$ cat config.mk
export PLATFORM = sky130hd
export DESIGN_NAME = wallace_pp_reduce_pipe_flat
export DESIGN_NICKNAME = d
export VERILOG_FILES = /design/src/rtl/wallace_pp_reduce_pipe_pkg.sv /design/src/rtl/wallace_pp_reduce_pipe_if.sv /design/src/rtl/wallace_pp_reduce_pipe_csa.sv /design/src/rtl/wallace_pp_reduce_pipe.sv /design/src/flat_wrapper.sv
export SDC_FILE = /design/constraint.sdc
export NUM_CORES = 1
export LEC_CHECK = 0
export ABC_AREA = 1
export CORE_ASPECT_RATIO = 1.75
export CORE_MARGIN = 2
export CORE_UTILIZATION = 54
export DETAILED_ROUTE_END_ITERATION = 16
export GPL_ROUTABILITY_DRIVEN = 0
export HOLD_SLACK_MARGIN = 0.08
export PLACE_DENSITY = 0.91
export SLEW_MARGIN = 20
export SYNTH_ARGS = -nofsm -noshare
export SYNTH_HDL_FRONTEND = slang
export SYNTH_SLANG_ARGS = --single-unit
export TNS_END_PERCENT = 20
$ cat constraint.sdc
create_clock -name sys_clk -period 3.7 [get_ports sys_clk]
set_input_delay 1.11 -clock sys_clk [delete_from_list [all_inputs] [get_ports sys_clk]]
set_output_delay 1.11 -clock sys_clk [all_outputs]
set_load 0.005 [all_outputs]
$ cat src/rtl/wallace_pp_reduce_pipe_pkg.sv
// wallace_pkg: shared widths, pipeline latency and partial-product weighting.
// PIPE_LAT follows WALLACE_CPA_REG_EN.
package wallace_pkg;
    localparam int PP_W = 17;
    localparam int PP_NUM = 8;
    localparam int OUT_W = 32;
`ifdef WALLACE_CPA_REG_EN
    localparam int PIPE_LAT = 3;
`else
    localparam int PIPE_LAT = 2;
`endif
    typedef logic [OUT_W-1:0] operand_t;
    function automatic operand_t weight(input logic [PP_W-1:0] pp, input int k);
        return operand_t'({{(OUT_W-PP_W){pp[PP_W-1]}}, pp}) << (2 * k);
    endfunction
endpackage

$ cat src/rtl/wallace_pp_reduce_pipe_if.sv
// wallace_pp_reduce_pipe_if: valid/ready bus carrying eight Booth partial products in and the product out.
interface wallace_pp_reduce_pipe_if;
    import wallace_pkg::*;
    logic in_valid;
    logic in_ready;
    logic [PP_W-1:0] PP1, PP2, PP3, PP4, PP5, PP6, PP7, PP8;
    logic out_valid;
    logic out_ready;
    operand_t PRODUCT;
    modport master (
        output in_valid, PP1, PP2, PP3, PP4, PP5, PP6, PP7, PP8, out_ready,
        input in_ready, out_valid, PRODUCT
    );
    modport slave (
        input in_valid, PP1, PP2, PP3, PP4, PP5, PP6, PP7, PP8, out_ready,
        output in_ready, out_valid, PRODUCT
    );
endinterface

$ cat src/rtl/wallace_pp_reduce_pipe_csa.sv
// csa_3_2: 32-bit bitwise 3:2 compressor; carry is pre-shifted left by one and truncated.
module csa_3_2
    import wallace_pkg::*;
(
    input  operand_t a,
    input  operand_t b,
    input  operand_t c,
    output operand_t sum,
    output operand_t carry
);
    assign sum = a ^ b ^ c;
    assign carry = ((a & b) | (a & c) | (b & c)) << 1;
endmodule

$ cat src/rtl/wallace_pp_reduce_pipe.sv
// wallace_pp_reduce_pipe: pipelined Wallace reduction of eight radix-4 Booth partial products to a 32-bit product.
// Define WALLACE_CPA_REG_EN to give the final carry-propagate add its own stage.
module wallace_pp_reduce_pipe
    import wallace_pkg::*;
(
    input logic sys_clk,
    input logic sys_rst_n,
    wallace_pp_reduce_pipe_if.slave bus
);
    logic adv;
    operand_t op [PP_NUM];
    operand_t l1a_s, l1a_c, l1b_s, l1b_c, l2a_s, l2a_c, l2b_s, l2b_c;
    operand_t l3_s, l3_c, fin_s, fin_c;
    operand_t s1 [4];
    logic v1;

    // Single global enable: every stage shifts together, bubbles included.
    assign adv = bus.out_ready | ~bus.out_valid;
    assign bus.in_ready = adv;

    assign op[0] = weight(bus.PP1, 0);
    assign op[1] = weight(bus.PP2, 1);
    assign op[2] = weight(bus.PP3, 2);
    assign op[3] = weight(bus.PP4, 3);
    assign op[4] = weight(bus.PP5, 4);
    assign op[5] = weight(bus.PP6, 5);
    assign op[6] = weight(bus.PP7, 6);
    assign op[7] = weight(bus.PP8, 7);

    csa_3_2 u_l1a (.a(op[0]), .b(op[1]), .c(op[2]), .sum(l1a_s), .carry(l1a_c));
    csa_3_2 u_l1b (.a(op[3]), .b(op[4]), .c(op[5]), .sum(l1b_s), .carry(l1b_c));
    csa_3_2 u_l2a (.a(l1a_s), .b(l1a_c), .c(l1b_s), .sum(l2a_s), .carry(l2a_c));
    csa_3_2 u_l2b (.a(l1b_c), .b(op[6]), .c(op[7]), .sum(l2b_s), .carry(l2b_c));

    always_ff @(posedge sys_clk or negedge sys_rst_n) begin
        if (!sys_rst_n) begin
            v1 <= 1'b0;
            s1 <= '{default: '0};
        end else if (adv) begin
            v1 <= bus.in_valid;
            if (bus.in_valid) s1 <= '{l2a_s, l2a_c, l2b_s, l2b_c};
        end
    end

    csa_3_2 u_l3 (.a(s1[0]), .b(s1[1]), .c(s1[2]), .sum(l3_s), .carry(l3_c));
    csa_3_2 u_l4 (.a(l3_s), .b(l3_c), .c(s1[3]), .sum(fin_s), .carry(fin_c));

`ifdef WALLACE_CPA_REG_EN
    operand_t s2_s, s2_c;
    logic v2;

    always_ff @(posedge sys_clk or negedge sys_rst_n) begin
        if (!sys_rst_n) begin
            v2 <= 1'b0;
            s2_s <= '0;
            s2_c <= '0;
            bus.out_valid <= 1'b0;
            bus.PRODUCT <= '0;
        end else if (adv) begin
            v2 <= v1;
            if (v1) begin
                s2_s <= fin_s;
                s2_c <= fin_c;
            end
            bus.out_valid <= v2;
            if (v2) bus.PRODUCT <= s2_s + s2_c;
        end
    end
`else
    always_ff @(posedge sys_clk or negedge sys_rst_n) begin
        if (!sys_rst_n) begin
            bus.out_valid <= 1'b0;
            bus.PRODUCT <= '0;
        end else if (adv) begin
            bus.out_valid <= v1;
            if (v1) bus.PRODUCT <= fin_s + fin_c;
        end
    end
`endif
endmodule

$ cat src/flat_wrapper.sv
// flat-port wrapper written by rule: the top's interface ports become plain ports
module wallace_pp_reduce_pipe_flat import wallace_pkg::*;
  (sys_clk, sys_rst_n, bus_in_valid, bus_PP1, bus_PP2, bus_PP3, bus_PP4, bus_PP5, bus_PP6, bus_PP7, bus_PP8, bus_out_ready, bus_in_ready, bus_out_valid, bus_PRODUCT);
  wallace_pp_reduce_pipe_if bus_i ();
  input logic sys_clk;
  input logic sys_rst_n;
  input wire logic [$bits(bus_i.in_valid)-1:0] bus_in_valid;
  input wire logic [$bits(bus_i.PP1)-1:0] bus_PP1;
  input wire logic [$bits(bus_i.PP2)-1:0] bus_PP2;
  input wire logic [$bits(bus_i.PP3)-1:0] bus_PP3;
  input wire logic [$bits(bus_i.PP4)-1:0] bus_PP4;
  input wire logic [$bits(bus_i.PP5)-1:0] bus_PP5;
  input wire logic [$bits(bus_i.PP6)-1:0] bus_PP6;
  input wire logic [$bits(bus_i.PP7)-1:0] bus_PP7;
  input wire logic [$bits(bus_i.PP8)-1:0] bus_PP8;
  input wire logic [$bits(bus_i.out_ready)-1:0] bus_out_ready;
  output wire logic [$bits(bus_i.in_ready)-1:0] bus_in_ready;
  output wire logic [$bits(bus_i.out_valid)-1:0] bus_out_valid;
  output wire logic [$bits(bus_i.PRODUCT)-1:0] bus_PRODUCT;
  assign bus_i.in_valid = bus_in_valid;
  assign bus_i.PP1 = bus_PP1;
  assign bus_i.PP2 = bus_PP2;
  assign bus_i.PP3 = bus_PP3;
  assign bus_i.PP4 = bus_PP4;
  assign bus_i.PP5 = bus_PP5;
  assign bus_i.PP6 = bus_PP6;
  assign bus_i.PP7 = bus_PP7;
  assign bus_i.PP8 = bus_PP8;
  assign bus_i.out_ready = bus_out_ready;
  assign bus_in_ready = bus_i.in_ready;
  assign bus_out_valid = bus_i.out_valid;
  assign bus_PRODUCT = bus_i.PRODUCT;
  wallace_pp_reduce_pipe u_core (.sys_clk(sys_clk), .sys_rst_n(sys_rst_n), .bus(bus_i));
endmodule
After elaboration in Yosys (flattened, before gate mapping)
Index checks and enable logic that the tools add are counted. Widths: inputs -> output; s select.

Register bits: 160. Latch bits: 0. Bits in writable memories: 0. Bits in read-only memories: 0. Input port bits: 140. Output and inout bits: 34. Memories kept: 0.

Add/subtract/negate cells: 1. Multiply operators: 0. Div/mod/pow operators: 0. Order comparisons: 0. Equal/unequal tests: 0. Shift-type cells: 0. Mux-type cells: 0. Bitwise operators: 44. Reduce and logical (&&, ||, !) cells: 2.

Operators with widths (number): $and 31x31->31 (18); $xor 32x32->32 (12); $or 31x31->31 (12); $add 32x32->32 (1); $reduce_and 2->1 (2); $not 1->1 (1); $or 1x1->1 (1).

Logic depth before layout (Yosys ltp)
Depth after elaboration: 7. Gate-level depth with buffers: 17.

By module
From an unflattened synthesis, not the netlist that was laid out.

Cells, all modules: 1133. Area, all modules: 12420.7 um2.

By module, submodules not included: wallace_pp_reduce_pipe (times used 1, cells each 881, area each 8419.3 um2, seq. area each 4053.9 um2); csa_3_2 (times used 6, cells each 42, area each 666.9 um2, seq. area each 0.0 um2).

Worst setup path before layout
OpenSTA, ideal clock, no wires.

Path kind: input to register. Start point: in bus_PP1[16]. End point: reg u_core.s1[117] (netlist bit). Arrival time: 2.625 ns. Data required time: 3.575 ns. Path slack: 0.950 ns. Stages on the path: 5. Path buffers: 0. Cell sequence: inv_1 -> fa_1 -> inv_1 -> fa_1 -> mux2_2.

Cells in the longest elaborated chain, start to end: 5.

Ends and longest elaborated chain: from (decl) (line flat_wrapper.sv:8) `input wire logic [$bits(bus_i.PP1)-1:0] bus_PP1;`; $and 31x31->31 (line wallace_pp_reduce_pipe_csa.sv:12) `assign carry = ((a & b) | (a & c) | (b & c)) << 1;`; $or 31x31->31 (2 in series) (line wallace_pp_reduce_pipe_csa.sv:12); $xor 32x32->32 * (2 in series) (line wallace_pp_reduce_pipe_csa.sv:11) `assign sum = a ^ b ^ c;`; net u_core.l2a_s[21] (line wallace_pp_reduce_pipe.sv:12) `operand_t l1a_s, l1a_c, l1b_s, l1b_c, l2a_s, l2a_c, l2b_s, l2b_c;`; to (signal assigned) (line wallace_pp_reduce_pipe.sv:41) `if (bus.in_valid) s1 <= '{l2a_s, l2a_c, l2b_s, l2b_c};`; to (decl) (line wallace_pp_reduce_pipe.sv:14) `operand_t s1 [4];`.

Mark *: on every way through the listed nets, which the timed path passes. The rest lies on a longest branch. A chain may end at the register's enable or synchronous reset.

Worst setup path after layout
Start point: in bus_out_ready. End point: out bus_in_ready.

Cells in the longest elaborated chain, start to end: 1.

Ends and longest elaborated chain: from (decl) (line flat_wrapper.sv:16) `input wire logic [$bits(bus_i.out_ready)-1:0] bus_out_ready;`; $or 1x1->1 (line wallace_pp_reduce_pipe.sv:18) `assign adv = bus.out_ready | ~bus.out_valid;`; to (decl) (line flat_wrapper.sv:17) `output wire logic [$bits(bus_i.in_ready)-1:0] bus_in_ready;`.

No other way between the ends.

==> results.yml <==
floorplanning:
  initial_core_util: 0.551
  core-area_sq_um: 17500
  boundaryPins: 174
  die-area_sq_um: 18900
  die_h_um: 181
  die_x_um: 105
  rows: 64
placement:
  dpl.cell_count: 1470
  dpl_cell_area_sq_um: 11600
  dp_hpwl_mm: 17.9
  port_buffers: 173
  dp_worst_setup_slack_ps: 288
drt:
  wl_per_cell_um: 14.8
  vias: 7538
  firstDrtPassIters: 6
  vias_per_cell: 5.02
  ant_nets: 0
  route.detailed.drc: 0
  wirelength_mm: 22.3
  first_iter_violations: 359
min_path:
  hold_end: "u_core.bus.PRODUCT[6]"
  min_from: "u_core.bus.PRODUCT[6]"
  min_path_type: "flip-flop to flip-flop"
  whs_path_depth: 2
global_routing:
  grtUsageTotal: 0.247
  first_global_vias: 8217
  grt_overflow_total: 0
  grt_max_degree: 80
  grt_first_pass_wirelength_mm: 37.1
  antenna_found_initial: 0
synth:
  ys_top_cells_by_count: "inv_1 (264), nand2_1 (236), dfrtp_1 (126), fa_1 (113), o21ai_0 (51)"
  syn_area_per_cell_sq_um: 8.91
  syn_inst: 1079
  syn_area_sq_um: 9620
  synth_flop_cell: "dfrtp_1"
  async_flop_share: 1.00
  synth_nets: 1379
  synth_warnings: 0
  synth_area_leaders: "dfrtp_1 (33%), fa_1 (24%), inv_1 (10%), nand2_1 (9.2%), ha_1 (6.1%)"
  ys_ff_latch: 126
  ys_types: 29
  synth_most_common_cell: "inv_1"
  yosysTopAreaCellShare: 0.328
  yosysTopAreaCell: "dfrtp_1"
  synth_enable_flop_cells: 0
  seq_area_frac_synth: 0.328
setup_path:
  crit_path_start_kind: "input port"
  crit_type: "input port to output pin"
  r2r_start: "u_core.s1[47]"
  critPathBufInv: 3
  crit_path_max_fanout: 4
  reg2reg_depth: 14
  crit_family: "buffers and inverters"
  cpMostUsedCell: "clkdlybuf4s50_1"
  regToRegEndpoint: "u_core.bus.PRODUCT[24]"
  cpMaxStageDelayCell: "clkdlybuf4s50_1"
  slowest_delay_ps: 540
  worst-endpoint-arrival_ps: 2310
  cp_cell_sequence: "clkdlybuf4s50_1, nor2_2, inv_1, clkdlybuf4s50_1"
  required_ps: 2590
  crit_path_end_kind: "output pin"
  regToRegSetupSlack_ps: 670
finish:
  antenna_cells: 0
  drive_gt1_frac: 0.0803
  synthToLayoutAreaGrowth_pct: 27.2
  final_cell_area_sq_um: 12200
  final_util: 0.701
  n_fill_cell: 1273
  finalNonFillerCells: 1502
  fin_nets: 1558
timing:
  worst_hold_slack_ps: 472
  fin_crit_ps: 3420
  setup_viol: 0
  finalCritPeriodShare: 0.923
  fin_worst_skew_ps: 7.87
  worst_slew_pin_slew_ps: 518
  rsz0062_at_grt: "false"
  relSlewSlack: 0.654
  tns_ps: 0
  final-hold-violation-count: 0
  slew_violations: 0
  fmax_mhz: 293
  final.setup.worst_slack_ps: 283
pwr:
  p_leak_nw: 6.26
  vdd_drop_max_v: 0.000560
  p_total_mw: 12.0
  power_density_nw_per_um2: 981
cts:
  holdBufCountCts: 0
  post_cts_buffers: 0
  cts_tree: "done"
  cts_resized: 0
  clk_pin_slew_ps: 60
  cts_inserted_buffers: 17
  cts_buffer_depth: 2
  clock-sinks: 126
  insertion_delay_ps: 420
  cts_root_buf: "clkbuf_16"
  cts_max_level: 4
run_status:
  status: "completed"
flow_run:
  drv_cap: 0
[cells by family after synthesis]
logic type,after synthesis,synth area share
buffers and inverters,290,0.117
AOI/OAI and AO/OA,98,0.0515
DFF,126,0.328
and+or+nand+nor,358,0.155
xor gates and xnor gates,14,0.0127
muxes,33,0.0386
adders and majority gates,160,0.296
[worst max-delay path by stage]
stage	slack, ps	end	cells after the start	start
after global placement	310	bus_in_ready	4	bus_out_ready
after CTS	280	bus_in_ready	4	bus_out_ready
after global routing	250	bus_in_ready	4	bus_out_ready
final	280	bus_in_ready	4	bus_out_ready
after floorplan	950	u_core.s1[117]	5	bus_PP1[16]
after detailed placement	290	bus_in_ready	4	bus_out_ready
[per-layer routing]
| metal | up-vias | share of wire | global-route usage |
|---|---|---|---|
| li1 | 3568 | - | - |
| met1 | 3661 | 0.34 | 0.251 |
| met2 | 240 | 0.58 | 0.482 |
| met3 | 69 | 0.038 | 0.0380 |
| met4 | 0 | 0.041 | 0.114 |
| met5 | - | 0 | 0 |
[flip-flops by register name, summed over array words and instances (netlist names)]
| name | count |
|---|---|
| u_core.s1 | 92 |
| u_core.bus.PRODUCT | 32 |
| u_core.bus.out_valid | 1 |
| u_core.v1 | 1 |
[cells in the final DEF (no fill, tap or decap), types with 2 or more instances in the layout]
| cell type | n |
|---|---|
| inv_6 | 5 |
| bufinv_16 | 3 |
| o21ai_0 | 51 |
| nor2_2 | 10 |
| nand3b_1 | 2 |
| ha_1 | 47 |
| nand2_1 | 236 |
| clkbuf_16 | 17 |
| mux2_2 | 33 |
| nand3_1 | 36 |
| buf_4 | 8 |
| a21oi_1 | 40 |
| o21ai_1 | 5 |
| clkdlybuf4s50_1 | 172 |
| dfrtp_1 | 126 |
| nand4_1 | 6 |
| inv_1 | 264 |
| xor2_1 | 3 |
| or2_1 | 3 |
| buf_12 | 2 |
| nand2_2 | 9 |
| nor2_1 | 50 |
| fa_1 | 113 |
| clkinv_4 | 3 |
| xnor2_1 | 11 |
| nand3_2 | 2 |
| inv_2 | 4 |
[report_power, final]
part           internal (mW)  switching (mW)
sequential              1.83           0.285
clock                   1.10           0.669
combinational           3.21            4.91
[area by class of cell]
| cell class | count | area, sq um | share of cell area |
|---|---|---|---|
| clock inverter | 13 | 179 | 0.0146 |
| clock buffer | 19 | 443 | 0.0362 |
| timing repair buffer | 182 | 1820 | 0.149 |
| multi-input combinational | 663 | 5340 | 0.437 |
| sequential | 126 | 3150 | 0.258 |
| tap | 231 | 289 | 0.0236 |
| inverter | 268 | 1010 | 0.0822 |
[tightest hold or removal path, stage by stage (launching register included)]
cell and delay (ps):
dfrtp_1 340, nand2_1 50, nand2_1 50
Note: power is estimated with default switching activity, not from simulation.
